**config.mk**
```make
export PLATFORM = sky130hd
export DESIGN_NAME = itch_framer
export DESIGN_NICKNAME = d
export VERILOG_FILES = /design/src/rtl/itch_framer.sv
export SDC_FILE = /design/constraint.sdc
export NUM_CORES = 1
export LEC_CHECK = 0
export CORE_MARGIN = 2
export CORE_UTILIZATION = 58
export CTS_BUF_LIST = sky130_fd_sc_hd__clkbuf_4 sky130_fd_sc_hd__clkbuf_8
export DETAILED_ROUTE_END_ITERATION = 8
export GPL_TIMING_DRIVEN = 0
export PLACE_DENSITY = 0.78
export SLEW_MARGIN = 30
export SYNTH_ARGS = -nofsm -noshare
export SYNTH_HDL_FRONTEND = slang
export SYNTH_SLANG_ARGS = --single-unit
```
**constraint.sdc**
```tcl
create_clock -name clk -period 4.1 [get_ports clk]
set_input_delay 0.82 -clock clk [delete_from_list [all_inputs] [get_ports clk]]
set_output_delay 0.82 -clock clk [all_outputs]
set_load 0.03 [all_outputs]
```
**src/rtl/itch_framer.sv**
```systemverilog
// Store-and-forward framer: splits a length-prefixed byte stream into ITCH messages and
// replays each stored payload as a gap-free burst with start/end markers.
module itch_framer #(
  parameter int unsigned DEPTH   = 128,
  parameter int unsigned MAX_LEN = 64
) (
  input  logic        clk,
  input  logic        rst,
  input  logic [7:0]  in_data,
  input  logic        in_valid,
  output logic        in_ready,
  output logic [7:0]  message,
  output logic        valid,
  output logic        start_msg,
  output logic        end_msg,
  output logic        framing_err,
  output logic [31:0] msg_count,
  output logic [15:0] drop_count
);

  localparam int unsigned PW = $clog2(DEPTH);

  typedef enum logic [1:0] {StLenHi, StLenLo, StPayload, StDiscard} in_state_e;
  typedef enum logic {StIdle, StSend} out_state_e;

  in_state_e   in_st_q;
  out_state_e  out_st_q;
  logic [15:0] len_q;
  logic [15:0] cnt_q;
  logic [15:0] out_rem_q;
  logic [PW:0] wr_ptr_q, rd_ptr_q;
  logic [2:0]  lwr_q, lrd_q;
  logic        rdy_en_q;
  logic [7:0]  mem [DEPTH];
  logic [15:0] lfifo [4];

  logic        accept;
  logic [PW:0] used;
  logic [2:0]  lused;
  logic        lempty;
  logic        lfull;
  logic [15:0] new_len;
  logic        mem_we;
  logic        len_we;
  logic [15:0] pop_len;

  always_comb begin
    accept  = in_valid && in_ready;
    used    = wr_ptr_q - rd_ptr_q;
    lused   = lwr_q - lrd_q;
    lempty  = (lused == 3'd0);
    lfull   = (lused == 3'd4);
    new_len = {len_q[15:8], in_data};
    mem_we  = accept && (in_st_q == StPayload);
    len_we  = mem_we && (cnt_q == 16'd1);
    pop_len = lfifo[lrd_q[1:0]];
    // Only gate at a frame boundary: a started frame always has room reserved for it.
    in_ready = rdy_en_q &&
               !((in_st_q == StLenHi) && ((32'(used) > (DEPTH - MAX_LEN)) || lfull));
  end

  always_ff @(posedge clk) begin
    if (mem_we) mem[wr_ptr_q[PW-1:0]] <= in_data;
    if (len_we) lfifo[lwr_q[1:0]] <= len_q;
  end

  // Input side: parse the length prefix, store or discard the payload.
  always_ff @(posedge clk or posedge rst) begin
    if (rst) begin
      in_st_q     <= StLenHi;
      len_q       <= '0;
      cnt_q       <= '0;
      wr_ptr_q    <= '0;
      lwr_q       <= '0;
      rdy_en_q    <= 1'b0;
      framing_err <= 1'b0;
      drop_count  <= '0;
    end else begin
      rdy_en_q    <= 1'b1;
      framing_err <= 1'b0;
      if (accept) begin
        unique case (in_st_q)
          StLenHi: begin
            len_q[15:8] <= in_data;
            in_st_q     <= StLenLo;
          end
          StLenLo: begin
            len_q[7:0] <= in_data;
            cnt_q      <= new_len;
            if (new_len == 16'd0) begin
              in_st_q <= StLenHi;
            end else if (32'(new_len) > MAX_LEN) begin
              in_st_q     <= StDiscard;
              framing_err <= 1'b1;
              if (drop_count != 16'hFFFF) drop_count <= drop_count + 16'd1;
            end else begin
              in_st_q <= StPayload;
            end
          end
          StPayload: begin
            wr_ptr_q <= wr_ptr_q + 1'b1;
            cnt_q    <= cnt_q - 16'd1;
            if (cnt_q == 16'd1) begin
              lwr_q   <= lwr_q + 3'd1;
              in_st_q <= StLenHi;
            end
          end
          StDiscard: begin
            cnt_q <= cnt_q - 16'd1;
            if (cnt_q == 16'd1) in_st_q <= StLenHi;
          end
        endcase
      end
    end
  end

  // Output side: out_rem_q counts bytes still owed by the frame being sent.
  always_ff @(posedge clk or posedge rst) begin
    if (rst) begin
      out_st_q  <= StIdle;
      out_rem_q <= '0;
      rd_ptr_q  <= '0;
      lrd_q     <= '0;
      message   <= '0;
      valid     <= 1'b0;
      start_msg <= 1'b0;
      end_msg   <= 1'b0;
      msg_count <= '0;
    end else if (out_rem_q != 16'd0) begin
      message   <= mem[rd_ptr_q[PW-1:0]];
      rd_ptr_q  <= rd_ptr_q + 1'b1;
      valid     <= 1'b1;
      start_msg <= 1'b0;
      end_msg   <= (out_rem_q == 16'd1);
      out_rem_q <= out_rem_q - 16'd1;
      if (out_rem_q == 16'd1) msg_count <= msg_count + 32'd1;
    end else if (!lempty) begin
      // Pop and emit the first byte together so consecutive frames abut.
      out_st_q  <= StSend;
      lrd_q     <= lrd_q + 3'd1;
      message   <= mem[rd_ptr_q[PW-1:0]];
      rd_ptr_q  <= rd_ptr_q + 1'b1;
      valid     <= 1'b1;
      start_msg <= 1'b1;
      end_msg   <= (pop_len == 16'd1);
      out_rem_q <= pop_len - 16'd1;
      if (pop_len == 16'd1) msg_count <= msg_count + 32'd1;
    end else begin
      out_st_q  <= StIdle;
      message   <= '0;
      valid     <= 1'b0;
      start_msg <= 1'b0;
      end_msg   <= 1'b0;
    end
  end

endmodule

```
==> results of run 1 <==
## power by group
group	switching [mW]	leakage [nW]	total, mW	internal (mW)
combinational	0.855	4.81	1.25	0.400
sequential	0.211	11.4	14.0	13.8
clock	4.74	1.99	10.2	5.43
## path summary, 6_finish.rpt
path,endpoint,cells past startpoint
min,message[7],2
min reg2reg,msg_count[31],1
max,in_ready,10
max reg2reg,message[1],11
max in group asynchronous,len_q[13],6
min in group clk,mem[89][4],1
## worst reg2reg max path: stages (launching register included)
cell	delay, ns
dfrtp_1	0.44
buf_2	0.25
buf_2	0.34
buf_2	0.57
buf_2	0.65
mux4_2	0.36
mux2i_1	0.11
a32oi_1	0.20
nand2_1	0.17
nand3_1	0.12
nand2_1	0.07
a221oi_1	0.64
## registers in the layout, indices dropped and copies added, names as in the netlist, 2 cells and up
signal,flops
cnt_q,16
drop_count,16
in_st_q,2
len_q,16
lfifo,64
lrd_q,3
lwr_q,3
mem,1024
message,8
msg_count,32
out_rem_q,16
rd_ptr_q,8
wr_ptr_q,8
## layer usage
| metal | vias up | global-route usage [%] |
|---|---|---|
| li1 | 10674 | - |
| met1 | 13626 | 39.4 |
| met2 | 2089 | 45.8 |
| met3 | 463 | 10.5 |
| met4 | 10 | 17.4 |
| met5 | - | 0 |
## per-stage QoR
step / worst slack, ns / cells / util (%) / power (mW)
after floorplan: 0.129 / 2505 / - / 14.9
after global routing: -0.165 / 4003 / 66.1 / 26.1
after global placement: -2.47 / 3656 / 60.9 / 15.4
final: -0.0888 / 4003 / 66.1 / 25.4
after detailed placement: -2.10 / 3670 / 61.3 / 15.4
after CTS: -0.0779 / 3998 / 66.0 / 25.4
## Yosys cell counts (19+ instances only)
library cell	n	area, um2
a21oi_1	50	250
and3_1	19	119
buf_2	34	170
clkbuf_1	73	274
dfrtp_1	133	3330
edfxtp_1	1088	32700
ha_1	25	313
inv_1	25	93.8
mux2i_1	33	330
mux4_2	316	7120
nand2_1	126	473
nand3_1	49	245
nand4_1	23	144
nor2_1	199	747
o21ai_0	29	145
o22ai_1	22	138
xnor2_1	61	534
xor2_1	33	289
## what timing repair did
| item | 4_1_cts | 5_1_grt |
|---|---|---|
| pin swaps | 5 | 8 |
| resized for setup | 48 | 27 |
| setup buffers | 4 | 6 |
| endpoints found under the setup margin | 69 | 199 |
## final cells by class
class / instances / area (um2) / share of cell area, %
Antenna cell: 2 / 5.00 / 0.00909
Clock buffer: 270 / 3240 / 5.88
Sequential cell: 1221 / 36000 / 65.4
Buffer: 107 / 562 / 1.02
Inverter: 27 / 118 / 0.214
Timing Repair Buffer: 95 / 1130 / 2.05
Clock inverter: 61 / 517 / 0.938
Multi-Input combinational cell: 1140 / 12200 / 22.1
Tap cell: 1080 / 1350 / 2.45
## kinds of logic (layout without fill, tap and decap cells)
family,count (synthesis),after routing,synth area share [%]
flip-flops,1221,1221,74.0
AND/OR/NAND/NOR,505,505,4.79
multiplexers,367,367,15.7
AO/OA/AOI/OAI,147,147,1.88
buffers and inverters,144,560,1.21
XOR/XNOR,94,94,1.69
adder cells (fa/ha/maj),26,26,0.684
other,1,3,0.00771
## placed cells by master (no fill, tap or decap), drive strengths merged, types with 22 or more instances in the layout
cell	n
edfxtp	1088
clkbuf	340
mux4	316
nor2	200
dfrtp	133
nand2	126
buf	70
clkdlybuf4s50	62
xnor2	61
a21oi	50
nand3	49
clkinv	43
xor2	33
mux2i	33
inv	30
o21ai	29
ha	25
nand4	23
o22ai	22
==> flow_summary.json, run 1 <==
{
  "clk-insertion-delay-late_ns": 0.91,
  "via_per_inst": 6.71,
  "drtIter0Drc": 3784,
  "postSynth.topFlopCell": "edfxtp_1",
  "yosys_warnings": 0,
  "dr.pass1.iters": 6,
  "power.density_cell_area_nw_per_um2": 462,
  "wl_met1_um": 44600,
  "final-setup-viol-count": 1,
  "postRouteAntennaNets": 0,
  "first_global_vias": 26717,
  "cts_made_buffers": 185,
  "max_stage_delay_ns": 0.43,
  "worst_r2r_startpoint": "rd_ptr_q[0]",
  "timing_max_transition_violations_final": 0,
  "worst_slew_margin_rel_pct": 18.4,
  "place_area_um2": 51100,
  "syn_to_final_growth_pct": 13.2,
  "cpMaxStageDelayCell": "dfrtp_1",
  "die_width_um": 294,
  "syn_avg_cell_area_um2": 19.4,
  "irDropWorstVdd_v": 0.000409,
  "fin_hold_ws_ns": 0.222,
  "worst-endpoint-required_ns": 3.28,
  "timing_worst_slew_pin_value_ns": 1.22,
  "final.setup.tns_ns": -0.0888,
  "timing.critical_path.cells": "inv_6 -> ha_1 -> o21ai_0 -> nand2b_1 -> a21oi_1 -> a21oi_1 -> xnor2_1 -> nand3_1 -> a21boi_2 -> buf_6",
  "overflow": 0,
  "design.die.area_um2": 86200,
  "startpoint": "rd_ptr_q[4]",
  "run_status": "finished with violations",
  "top_fanout_value_on_the_critical_path": 23,
  "crit_buf_inv": 2,
  "postCtsHoldBufs": 0,
  "detail_route.wl_per_cell_um": 32.1,
  "antenna_found_initial": 7,
  "nets": 2814,
  "power.leakage_nw": 18.2,
  "postSynthRegisterBits": 1221,
  "timing.clock.skew_ns": 0.0579,
  "routed_wirelength_um": 128000,
  "layout-drive-gt1-share_pct": 27.4,
  "max_cap_violations": 0,
  "core-area_um2": 83300,
  "hold_viol": 0,
  "detailed_route_wirelength_on_metal2_um": 58700,
  "via_count": 26862,
  "clock_path_buffers": 3,
  "placement.io_buffers": 71,
  "crit_family": "compound AO/OA/AOI/OAI gates",
  "cts_htree_levels": 4,
  "finalWeightedCongestion": 1.02,
  "clk_pin_slew_ns": 0.06,
  "worstHoldPathType": "in -> async",
  "pin_count_of_the_biggest_net_entering_global_routing": 94,
  "floorplan.initialDensity_pct": 58.4,
  "place.detailed.hpwl_um": 83900,
  "setup.worst_path.end_class": "output port",
  "timing.critical_path.from_type": "flip-flop",
  "num-fill-cells": 5320,
  "count_of_unresolved_drc_violations_after_routing": 0,
  "cp_dominant_cell_by_count": "a21oi_1",
  "stdcell_area_um2": 55100,
  "async_flop_share_pct": 10.9,
  "cell_count_after_synthesis": 2505,
  "route.met3.wl_um": 16800,
  "cts_tree": "yes",
  "regToRegSetupSlack_ns": 0,
  "critical_path_arrival_ns": 3.37,
  "grt_setup_unrepaired": "true",
  "synth_nets": 2542,
  "sequential_to_total_area_share_from_yosys_stat_pct": 74.0,
  "max_freq_ghz": 0.239,
  "maxUsedRoutingLayer": "met5",
  "worstSetupPathType": "reg -> out",
  "grt_pass1_wl_um": 184000,
  "std_cell_rows": 106,
  "io_pins": 72,
  "post-route-min-period_ns": 4.19,
  "violated_checks": "negative setup slack",
  "min_period_over_period_pct": 102,
  "die_height_um": 294,
  "cts.sinks": 1221,
  "cts-root-buf": "clkbuf_8",
  "gr-usage-all-layers_pct": 30.5,
  "synth_cell_type_count": 64,
  "post_synth_instance_area_um2": 48600,
  "postLayoutSetupSlackWorst_ns": -0.0888,
  "edff_count_synth": 1088
}
Note: power is estimated with default switching activity, not from simulation.
==> run 2, diff against run 1 <==
--- a/config.mk
+++ b/config.mk
@@ -5,6 +5,7 @@
 export SDC_FILE = /design/constraint.sdc
 export NUM_CORES = 1
 export LEC_CHECK = 0
+export CORE_ASPECT_RATIO = 0.8
 export CORE_MARGIN = 2
 export CORE_UTILIZATION = 58
 export CTS_BUF_LIST = sky130_fd_sc_hd__clkbuf_4 sky130_fd_sc_hd__clkbuf_8
==> flow_summary.json, run 2 (synthesized netlist as in run 1, its figures left out) <==
{
  "regToRegSetupSlack_ns": -0.1,
  "nets": 2815,
  "std_cell_rows": 94,
  "pre_cts_slack_ns": -2.39,
  "worstHoldPathType": "in -> async",
  "finalWeightedCongestion": 1.02,
  "via_per_inst": 6.66,
  "largest_reg_flops": 1024,
  "fin_total_pwr_mw": 25.3,
  "clk-insertion-delay-late_ns": 0.85,
  "gr-usage-all-layers_pct": 30.9,
  "design.die.area_um2": 86200,
  "drtIter0Drc": 4017,
  "place_area_um2": 51100,
  "hold_viol": 0,
  "fin_hold_ws_ns": 0.297,
  "io_pins": 72,
  "pin_count_of_the_biggest_net_entering_global_routing": 93,
  "core-area_um2": 82700,
  "grt_pass1_wl_um": 187000,
  "violated_checks": "negative setup slack",
  "worst_r2r_startpoint": "rd_ptr_q[1]",
  "syn_to_final_growth_pct": 13.3,
  "layout-drive-gt1-share_pct": 26.8,
  "first_global_vias": 26646,
  "reg2reg_to": "message[4]",
  "timing_max_transition_violations_final": 0,
  "worst-endpoint-required_ns": 4.86,
  "run_status": "finished with violations",
  "postLayoutSetupSlackWorst_ns": -0.0954,
  "clock_path_buffers": 3,
  "max_freq_ghz": 0.238,
  "utilization_after_layout_pct": 66.7,
  "cts-root-buf": "clkbuf_8",
  "placement.io_buffers": 71,
  "worstSetupPathType": "reg -> reg",
  "setup.worst_path.end_class": "flip-flop",
  "postRouteAntennaNets": 0,
  "power.density_cell_area_nw_per_um2": 460,
  "timing.critical_path.to": "message[4]",
  "top_fanout_value_on_the_critical_path": 10,
  "grt_setup_unrepaired": "true",
  "overflow": 0,
  "timing.critical_path.from_type": "flip-flop",
  "dp_cells": 3694,
  "finish.cell_count_without_fillers": 4034,
  "irDropWorstVdd_v": 0.000354,
  "cts_htree_levels": 4,
  "dr.pass1.iters": 6,
  "worst_r2r_path_depth": 11,
  "critical_path_arrival_ns": 4.96,
  "layout.cells.most_common_list": "edfxtp_1 (1088), mux4_2 (316), clkbuf_8 (187)",
  "count_of_unresolved_drc_violations_after_routing": 0,
  "die_height_um": 263,
  "min_period_over_period_pct": 102,
  "power.leakage_nw": 18.3,
  "cts_made_buffers": 177,
  "post-route-min-period_ns": 4.20,
  "worst_slew_margin_rel_pct": 28.7,
  "via_count": 26873,
  "final.setup.tns_ns": -0.247,
  "timing.clock.skew_ns": 0.0490,
  "final-setup-viol-count": 4,
  "die_width_um": 328,
  "max_cap_violations": 0,
  "stdcell_area_um2": 55100,
  "startpoint": "rd_ptr_q[1]",
  "routed_wirelength_um": 131000,
  "timing_worst_slew_pin_value_ns": 1.07,
  "cts.sinks": 1221,
  "place.detailed.hpwl_um": 86000,
  "detail_route.wl_per_cell_um": 32.4,
  "final_common_cell": "edfxtp_1",
  "floorplan.initialDensity_pct": 58.8,
  "clk_pin_slew_ns": 0.07,
  "cts_tree": "yes",
  "antenna_found_initial": 6
}
run 2: cell types whose count changed in the layout (fill, tap and decap cells not counted), moves of 5 or more:
cell,delta
nor2_1,+14
nor2_2,-14
clkinv_1,+10
buf_4,+9
clkbuf_2,-7
clkbuf_8,-7
clkinvlp_4,-5
run 2: cell type report:
type,count,area (um2)
clock buffers,256,3080
multi-input cells,1140,12100
well taps,1104,1380
flip-flops and latches,1221,36000
repair buffers,103,1200
inverters,27,116
diodes,4,10.0
plain buffers,108,589
fillers,5199,27600
clock inverters,71,601
run 2: timing repair:
item                       4_1_cts  5_1_grt
pin swaps                        4        8
setup endpoints to repair       38       64
resized for setup               51       31
buffers inserted                 7       11
hold buffers                     0        0
run 2: per-layer routing:
metal  track usage [%]  vias to the layer above  share of wire [%]  wire [um]
met5                 0                        -               0.12        154
met4              12.2                       10                4.0       5250
met3              12.1                      358                 15      19800
met2              44.5                     2054                 44      58200
met1              43.0                    13764                 36      47500
li1                  -                    10687                  -          -
run 2: worst min path at each step:
stage | slack (ns) | to | from | depth (start not counted)
detailed placement | 0.47 | msg_count[31] | msg_count[31] | 1
floorplan | 0.46 | lwr_q[2] | lwr_q[2] | 1
global route | 0.30 | msg_count[6] | rst | 2
finish | 0.30 | msg_count[8] | rst | 2
global placement | 0.46 | msg_count[31] | msg_count[31] | 1
CTS | 0.24 | msg_count[6] | rst | 2
run 2: where the power goes:
part           internal (mW)  total [mW]  switching (mW)  leakage (nW)
registers               13.8        14.0           0.209          11.4
clock network           5.38        10.1            4.69          1.95
logic                  0.417        1.28           0.858          4.89
total                   19.6        25.3            5.76          18.3
run 2: critical path, cell delays in order, from the launching register on:
cell	delay, ns
dfrtp_2	0.49
buf_4	0.21
buf_4	0.19
buf_2	0.31
clkbuf_2	0.55
clkbuf_2	0.61
mux4_2	0.32
nand2_1	0.09
a32oi_1	0.50
nand2_1	0.14
a21boi_0	0.35
and3_1	0.31
